## config.mk

```make
export PLATFORM = sky130hd
export DESIGN_NAME = ch4_envelope_sequencer_flat
export DESIGN_NICKNAME = d
export VERILOG_FILES = /design/src/rtl/snd_pkg.sv /design/src/rtl/ch4_envelope_sequencer_if.sv /design/src/rtl/ch4_envelope_sequencer_frame_sequencer.sv /design/src/rtl/ch4_envelope_sequencer.sv /design/src/flat_wrapper.sv
export SDC_FILE = /design/constraint.sdc
export NUM_CORES = 1
export LEC_CHECK = 0
export CAP_MARGIN = 0
export CORE_MARGIN = 3
export CORE_UTILIZATION = 51
export DETAILED_ROUTE_END_ITERATION = 7
export PLACE_DENSITY = 0.79
export SYNTH_ARGS = -nofsm -noshare
export SYNTH_HDL_FRONTEND = slang
export SYNTH_SLANG_ARGS = --single-unit
export TNS_END_PERCENT = 30
```

## constraint.sdc

```tcl
create_clock -name clock -period 2.57 [get_ports clock]
set_input_delay 0.514 -clock clock [delete_from_list [all_inputs] [get_ports clock]]
set_output_delay 0.514 -clock clock [all_outputs]
set_load 0.1 [all_outputs]
```

## src/rtl/snd_pkg.sv

```systemverilog
// Shared definitions for the sound-channel control blocks: frame-sequencer constants,
// register bit-field positions and the envelope configuration record.
package snd_pkg;

    localparam int LEN_BITS_DEF       = 6;
    localparam int ENV_FRAME_STEP_DEF = 7;

    // Bit i set means frame step i clocks the length counters (even steps only).
    localparam logic [7:0] LEN_STEPS = 8'b0101_0101;

    localparam int NRX2_VOL_MSB    = 7;
    localparam int NRX2_VOL_LSB    = 4;
    localparam int NRX2_DIR_BIT    = 3;
    localparam int NRX2_PER_MSB    = 2;
    localparam int NRX2_PER_LSB    = 0;
    localparam int NRX4_TRIG_BIT   = 7;
    localparam int NRX4_LEN_EN_BIT = 6;

    typedef struct packed {
        logic [3:0] vol;
        logic       inc;
        logic [2:0] period;
    } env_cfg_t;

    function automatic env_cfg_t decode_nrx2(input logic [7:0] data);
        env_cfg_t cfg;
        cfg.vol    = data[NRX2_VOL_MSB:NRX2_VOL_LSB];
        cfg.inc    = data[NRX2_DIR_BIT];
        cfg.period = data[NRX2_PER_MSB:NRX2_PER_LSB];
        return cfg;
    endfunction

    // The DAC is powered whenever any of the upper five envelope-register bits is set.
    function automatic logic dac_enabled(input env_cfg_t cfg);
        return (cfg.vol != 4'd0) || cfg.inc;
    endfunction

endpackage

```

## src/rtl/ch4_envelope_sequencer_if.sv

```systemverilog
// Register-write bus into channel 4: one write strobe plus data byte per register.
interface ch4_envelope_sequencer_if;

    logic       nr41_wr;
    logic [7:0] nr41_data;
    logic       nr42_wr;
    logic [7:0] nr42_data;
    logic       nr44_wr;
    logic [7:0] nr44_data;

    modport master (
        output nr41_wr, nr41_data,
        output nr42_wr, nr42_data,
        output nr44_wr, nr44_data
    );

    modport slave (
        input nr41_wr, nr41_data,
        input nr42_wr, nr42_data,
        input nr44_wr, nr44_data
    );

endinterface

```

## src/rtl/ch4_envelope_sequencer_frame_sequencer.sv

```systemverilog
// 8-step frame sequencer: advances on the 512 Hz strobe and emits registered length and
// envelope strobes, plus same-cycle fire flags so the consumer acts on the strobe edge.
module frame_sequencer
    import snd_pkg::*;
#(
    parameter int ENV_FRAME_STEP = ENV_FRAME_STEP_DEF
) (
    input  logic       clock,
    input  logic       reset,
    input  logic       tick_512,
    output logic [2:0] frame_step,
    output logic       len_tick,
    output logic       env_tick,
    output logic       len_fire,
    output logic       env_fire
);

    logic [2:0] step_next;

    always_comb begin
        step_next = frame_step + 3'd1;
        len_fire  = tick_512 && LEN_STEPS[step_next];
        env_fire  = tick_512 && (step_next == 3'(ENV_FRAME_STEP));
    end

    always_ff @(posedge clock) begin
        if (reset) begin
            frame_step <= 3'd0;
            len_tick   <= 1'b0;
            env_tick   <= 1'b0;
        end else begin
            len_tick <= len_fire;
            env_tick <= env_fire;
            if (tick_512) begin
                frame_step <= step_next;
            end
        end
    end

endmodule

```

## src/rtl/ch4_envelope_sequencer.sv

```systemverilog
// Channel 4 (noise) control: length counter, trigger handling, DAC gating and envelope
// stepping, all driven by register write strobes and the frame sequencer.
module ch4_envelope_sequencer
    import snd_pkg::*;
#(
    parameter int LEN_BITS       = LEN_BITS_DEF,
    parameter int ENV_FRAME_STEP = ENV_FRAME_STEP_DEF
) (
    input  logic                      clock,
    input  logic                      reset,
    input  logic                      tick_512,
    ch4_envelope_sequencer_if.slave   regs,
    output logic [3:0]                volume_level,
    output logic                      channel_on,
    output logic [2:0]                frame_step,
    output logic                      len_tick,
    output logic                      env_tick
);

    localparam int                LEN_W   = LEN_BITS + 1;
    localparam logic [LEN_W-1:0]  LEN_MAX = {1'b1, {LEN_BITS{1'b0}}};
    localparam logic [LEN_W-1:0]  LEN_ONE = {{LEN_BITS{1'b0}}, 1'b1};

    logic             len_fire;
    logic             env_fire;

    logic [LEN_W-1:0] len_counter, len_next;
    logic             len_en, len_en_next;
    env_cfg_t         shadow, shadow_next;
    logic [2:0]       env_period, env_period_next;
    logic             env_inc, env_inc_next;
    logic [3:0]       env_timer, timer_next;
    logic [3:0]       volume, vol_next;
    logic             on_next;
    logic             trigger;

    logic             unused_reg_bits;
    assign unused_reg_bits = ^{regs.nr41_data[7:LEN_BITS], regs.nr44_data[NRX4_LEN_EN_BIT-1:0]};

    frame_sequencer #(
        .ENV_FRAME_STEP(ENV_FRAME_STEP)
    ) u_frame_sequencer (
        .clock     (clock),
        .reset     (reset),
        .tick_512  (tick_512),
        .frame_step(frame_step),
        .len_tick  (len_tick),
        .env_tick  (env_tick),
        .len_fire  (len_fire),
        .env_fire  (env_fire)
    );

    // A trigger consumes any coincident length/envelope clock; a length load beats a length clock.
    always_comb begin
        shadow_next     = shadow;
        len_next        = len_counter;
        len_en_next     = len_en;
        env_period_next = env_period;
        env_inc_next    = env_inc;
        timer_next      = env_timer;
        vol_next        = volume;
        on_next         = channel_on;

        if (regs.nr42_wr) begin
            shadow_next = decode_nrx2(regs.nr42_data);
        end

        trigger = regs.nr44_wr && regs.nr44_data[NRX4_TRIG_BIT];

        if (regs.nr41_wr) begin
            len_next = LEN_MAX - {1'b0, regs.nr41_data[LEN_BITS-1:0]};
        end else if (trigger) begin
            if (len_counter == '0) begin
                len_next = LEN_MAX;
            end
        end else if (len_fire && len_en && (len_counter != '0)) begin
            len_next = len_counter - LEN_ONE;
            if (len_counter == LEN_ONE) begin
                on_next = 1'b0;
            end
        end

        if (regs.nr44_wr) begin
            len_en_next = regs.nr44_data[NRX4_LEN_EN_BIT];
        end

        if (trigger) begin
            on_next         = 1'b1;
            vol_next        = shadow_next.vol;
            env_period_next = shadow_next.period;
            env_inc_next    = shadow_next.inc;
            timer_next      = (shadow_next.period == 3'd0) ? 4'd8 : {1'b0, shadow_next.period};
        end else if (env_fire && (env_period != 3'd0)) begin
            if (env_timer <= 4'd1) begin
                timer_next = {1'b0, env_period};
                if (env_inc && (volume != 4'd15)) begin
                    vol_next = volume + 4'd1;
                end else if (!env_inc && (volume != 4'd0)) begin
                    vol_next = volume - 4'd1;
                end
            end else begin
                timer_next = env_timer - 4'd1;
            end
        end

        if (!dac_enabled(shadow_next)) begin
            on_next = 1'b0;
        end
    end

    always_ff @(posedge clock) begin
        if (reset) begin
            len_counter <= '0;
            len_en      <= 1'b0;
            shadow      <= '0;
            env_period  <= 3'd0;
            env_inc     <= 1'b0;
            env_timer   <= 4'd0;
            volume      <= 4'd0;
            channel_on  <= 1'b0;
        end else begin
            len_counter <= len_next;
            len_en      <= len_en_next;
            shadow      <= shadow_next;
            env_period  <= env_period_next;
            env_inc     <= env_inc_next;
            env_timer   <= timer_next;
            volume      <= vol_next;
            channel_on  <= on_next;
        end
    end

    assign volume_level = channel_on ? volume : 4'd0;

endmodule
```

## src/flat_wrapper.sv

```systemverilog
// flat-port wrapper written by rule: the top's interface ports become plain ports
module ch4_envelope_sequencer_flat import snd_pkg::*;
#(
    parameter int LEN_BITS       = LEN_BITS_DEF,
    parameter int ENV_FRAME_STEP = ENV_FRAME_STEP_DEF
)
  (clock, reset, tick_512, volume_level, channel_on, frame_step, len_tick, env_tick, regs_nr41_wr, regs_nr41_data, regs_nr42_wr, regs_nr42_data, regs_nr44_wr, regs_nr44_data);
  ch4_envelope_sequencer_if regs_i ();
  input  logic clock;
  input  logic reset;
  input  logic tick_512;
  output logic [3:0] volume_level;
  output logic channel_on;
  output logic [2:0] frame_step;
  output logic len_tick;
  output logic env_tick;
  input wire logic [$bits(regs_i.nr41_wr)-1:0] regs_nr41_wr;
  input wire logic [$bits(regs_i.nr41_data)-1:0] regs_nr41_data;
  input wire logic [$bits(regs_i.nr42_wr)-1:0] regs_nr42_wr;
  input wire logic [$bits(regs_i.nr42_data)-1:0] regs_nr42_data;
  input wire logic [$bits(regs_i.nr44_wr)-1:0] regs_nr44_wr;
  input wire logic [$bits(regs_i.nr44_data)-1:0] regs_nr44_data;
  assign regs_i.nr41_wr = regs_nr41_wr;
  assign regs_i.nr41_data = regs_nr41_data;
  assign regs_i.nr42_wr = regs_nr42_wr;
  assign regs_i.nr42_data = regs_nr42_data;
  assign regs_i.nr44_wr = regs_nr44_wr;
  assign regs_i.nr44_data = regs_nr44_data;
  ch4_envelope_sequencer #(.LEN_BITS(LEN_BITS), .ENV_FRAME_STEP(ENV_FRAME_STEP)) u_core (.clock(clock), .reset(reset), .tick_512(tick_512), .regs(regs_i), .volume_level(volume_level), .channel_on(channel_on), .frame_step(frame_step), .len_tick(len_tick), .env_tick(env_tick));
endmodule
```

==> impl_results.md <==
- Synth Warn #: 0
- Clock-pin slew on the worst setup and hold paths: 70 ps
- Distinct cells, synth: 48
- Synthesized-area fraction occupied by adder cells: 7.36%
- Most used routing layer: met2
- Drt initial violations: 118
- Area grow syn2layout: 23.8%
- Clk sinks: 34
- Largest net degree at the start of global routing: 22
- Die width: 68.2 µm
- WS Path Type: flop to flop
- H-tree levels: 2
- Synthesized area: 1970 µm²
- Floorplan core area: 3520 µm²
- Top FF cell, synth: dfxtp_1
- Max-cap violation count: 0
- DRC Markers: 0
- WP data arrival: 2310 ps
- First-pass GRT wire length: 7140 µm
- Layout cell share with drive strength beyond 1: 13.1%
- Max Fclk: 479 MHz
- Avg WL per Cell: 13.5 µm
- Worst EP required: 2790 ps
- Fin crit share: 81.3%
- Die area: 4650 µm²
- Vias in the first global route: 1,643
- DPL Wire Length: 3140 µm
- Skew final: 4.21 ps
- CTS resizes: 0
- Fin crit period: 2090 ps
- Clock Latency Late Sink: 290 ps
- Initial antenna violation count: 0
- Critical Path Fanout Max: 9
- Peak supply drop: 0.298 mV
- Max stage delay on crit path: 600 ps
- Pwr dens: 551 nW/µm²
- Startpoint Class: flop
- Total Routed Length: 4240 µm
- Starting Density: 56.0%
- Min-delay worst type: flop to flop
- Placed Cells: 306
- All-Layer GR Usage: 20.2%
- Routability cong.: 0.835
- Status: finished, final reports clean
- Met1 usage: 25.8%
- Multi-input gate area: 1210 µm²
- Die H: 68.2 µm
- CP max stage cell: or4_4
- Post-layout util: 69.4%
- Row count: 21
- Slew Viols, Final: 0
- GR Overflow Total: 0
- Via density: 5.76
- Via count: 1,810
- Top-level I/O count: 40
- Hold Fails Final Rpt: 0
- Main combinational cell family by area after synthesis: simple AND/OR/NAND/NOR gates
- CTS tree: yes
- Area share of xor/xnor cells in the synthesized design: 4.88%
- Crit end category: flop
- Least-Margin Pin Slew: 765 ps
- Hold_ws: 483 ps
- Setup TNS: 0 ps
- CTS buffer count: 5
- Buf/Inv on CP: 0
- Final nets: 308
- Hold buffer count at cts: 0
- Proportion of synthesized area in mux cells: 6.21%
- CP cell instances: or4_4, o211a_1, a311oi_4, o21ai_1, a21oi_1
- RSZ-0062 raised after global routing: no
- Mean post-synth cell area: 8.58 µm²
- M2 GR Usage: 31.8%
- Max transition margin: 48.5%
- Filler instances: 321
- Postcts setup bufs: 0
- Drt first pass iters: 4
- CTS root buf: clkbuf_8
- Synthesized Nets: 271
- Post-synth EDFFs: 0
- Compound-cell area share of the yosys netlist: 18.0%
- Final antenna diode count: 0
- Leakage power: 0.992 nW
- Setup violators final: 0
- Sequential area share after synthesis: 34.5%
- Mapped Cells: 230
- Final worst setup slack: 481 ps
- Antenna Nets Post-Route: 0
- Number of synthesized register bits: 34
- Deepest clock path buffer count: 2
- R2R Setup Slk: 480 ps
- Delay-heaviest family, CP: compound AO/OA/AOI/OAI gates
- Post-synthesis async set-or-reset flop share: 0%
- Synth Area in Simple Gates: 25.0%
- Met3 Use GR: 4.27%
- Pre-CTS setup slack: 357 ps
- # port buffers: 31
- Register area: 683 µm²
- Cell Count, Final, Fillers Out: 314
[Yosys cell counts, types with 2 or more instances]
cell / number / area (µm²)
o21ai_1: 3 / 15.0
and2_1: 5 / 31.3
a221oi_1: 4 / 35.0
clkbuf_1: 7 / 26.3
mux2i_1: 10 / 100
a21o_1: 3 / 22.5
a32oi_1: 2 / 17.5
mux2_2: 2 / 22.5
or2_1: 2 / 12.5
xnor2_1: 8 / 70.1
nor3b_1: 3 / 22.5
buf_1: 4 / 15.0
nor2_1: 30 / 113
ha_1: 10 / 125
nand3_1: 3 / 15.0
xor2_1: 3 / 26.3
o21ai_0: 4 / 20.0
or3_1: 2 / 12.5
a21oi_1: 12 / 60.1
nor3_1: 13 / 65.1
a211oi_1: 7 / 52.6
o211ai_1: 2 / 15.0
nand2_1: 11 / 41.3
nand4b_1: 2 / 17.5
nor2b_1: 3 / 18.8
dfxtp_1: 34 / 681
nor4b_1: 3 / 26.3
and3_1: 3 / 18.8
inv_1: 10 / 37.5
nor4_1: 5 / 31.3
o21a_1: 3 / 22.5
[logic make-up (layout without fill, tap and decap cells)]
kind of cell,Yosys count,count (layout)
multiplexers,12,12
flip-flops,34,34
adder cells (fa/ha/maj),11,11
AND/OR/NAND/NOR,92,92
AO/OA/AOI/OAI,49,49
XOR/XNOR,11,11
buffers and inverters,21,59
[sequential cells by signal, summed over array words and instances, names as in the netlist]
signal	cells
u_core.len_counter	7
u_core.env_timer	4
u_core.volume	4
u_core.len_en	1
u_core.shadow	8
u_core.env_inc	1
u_core.u_frame_sequencer.len_tick	1
u_core.channel_on	1
u_core.u_frame_sequencer.frame_step	3
u_core.env_period	3
u_core.u_frame_sequencer.env_tick	1
[final cells by class]
type	instances	share of cell area (%)
inverter	10	1.54
timing repair buffer	41	14.7
multi-input combinational	175	49.7
clock inverter	1	0.205
tap	46	2.36
sequential	34	28.0
clock buffer	7	3.53
[per-stage QoR]
step | cell area (µm²) | total power [mW]
floorplan | 1980 | 0.841
global placement | 2350 | 0.937
detailed placement | 2350 | 0.943
CTS | 2440 | 1.35
global route | 2440 | 1.41
finish | 2440 | 1.35
[where the power goes]
| group | switching (mW) | internal, mW |
|---|---|---|
| Combinational | 0.192 | 0.146 |
| Sequential | 0.0346 | 0.563 |
| Clock | 0.195 | 0.216 |
[placed cells by master (no fill, tap or decap), drive strengths merged, types with 2 or more instances in the layout]
master         synthesis  final
dfxtp                 34     34
nor2                  30     30
clkdlybuf4s50          0     21
buf                    4     20
nor3                  13     13
a21oi                 12     12
nand2                 11     11
inv                   10     10
mux2i                 10     10
ha                    10     10
xnor2                  8      8
a211oi                 7      7
clkbuf                 7      7
o21ai                  7      7
nor4                   6      6
and2                   5      5
a221oi                 4      4
and3                   3      3
xor2                   3      3
nor4b                  3      3
nand3                  3      3
a21o                   3      3
nor2b                  3      3
nor3b                  3      3
o21a                   3      3
or2                    3      3
or3                    2      2
mux2                   2      2
nand4b                 2      2
a32oi                  2      2
o211ai                 2      2
a311oi                 2      2
[metal layers]
metal	wire, µm	part of all wire [%]	vias to the layer above
met5	0	0	-
met4	100	2.4	0
met3	225	5.3	10
met2	1900	45	46
met1	2010	47	837
li1	-	-	917
[tightest hold or removal path, stage by stage, from the launching register on]
cell and delay [ps]:
dfxtp_1 310, inv_1 70, a21oi_1 60
[final timing paths]
path	start	end	depth (start not counted)
max	u_core.len_counter[2]$_SDFFE_PP0P_	u_core.len_counter[3]$_SDFFE_PP0P_	5
min	u_core.env_period[1]$_SDFFE_PP0P_	u_core.env_period[1]$_SDFFE_PP0P_	2
max reg2reg	u_core.len_counter[2]$_SDFFE_PP0P_	u_core.len_counter[3]$_SDFFE_PP0P_	5
min reg2reg	u_core.env_period[1]$_SDFFE_PP0P_	u_core.env_period[1]$_SDFFE_PP0P_	2
(Power assumes the default switching activity.)
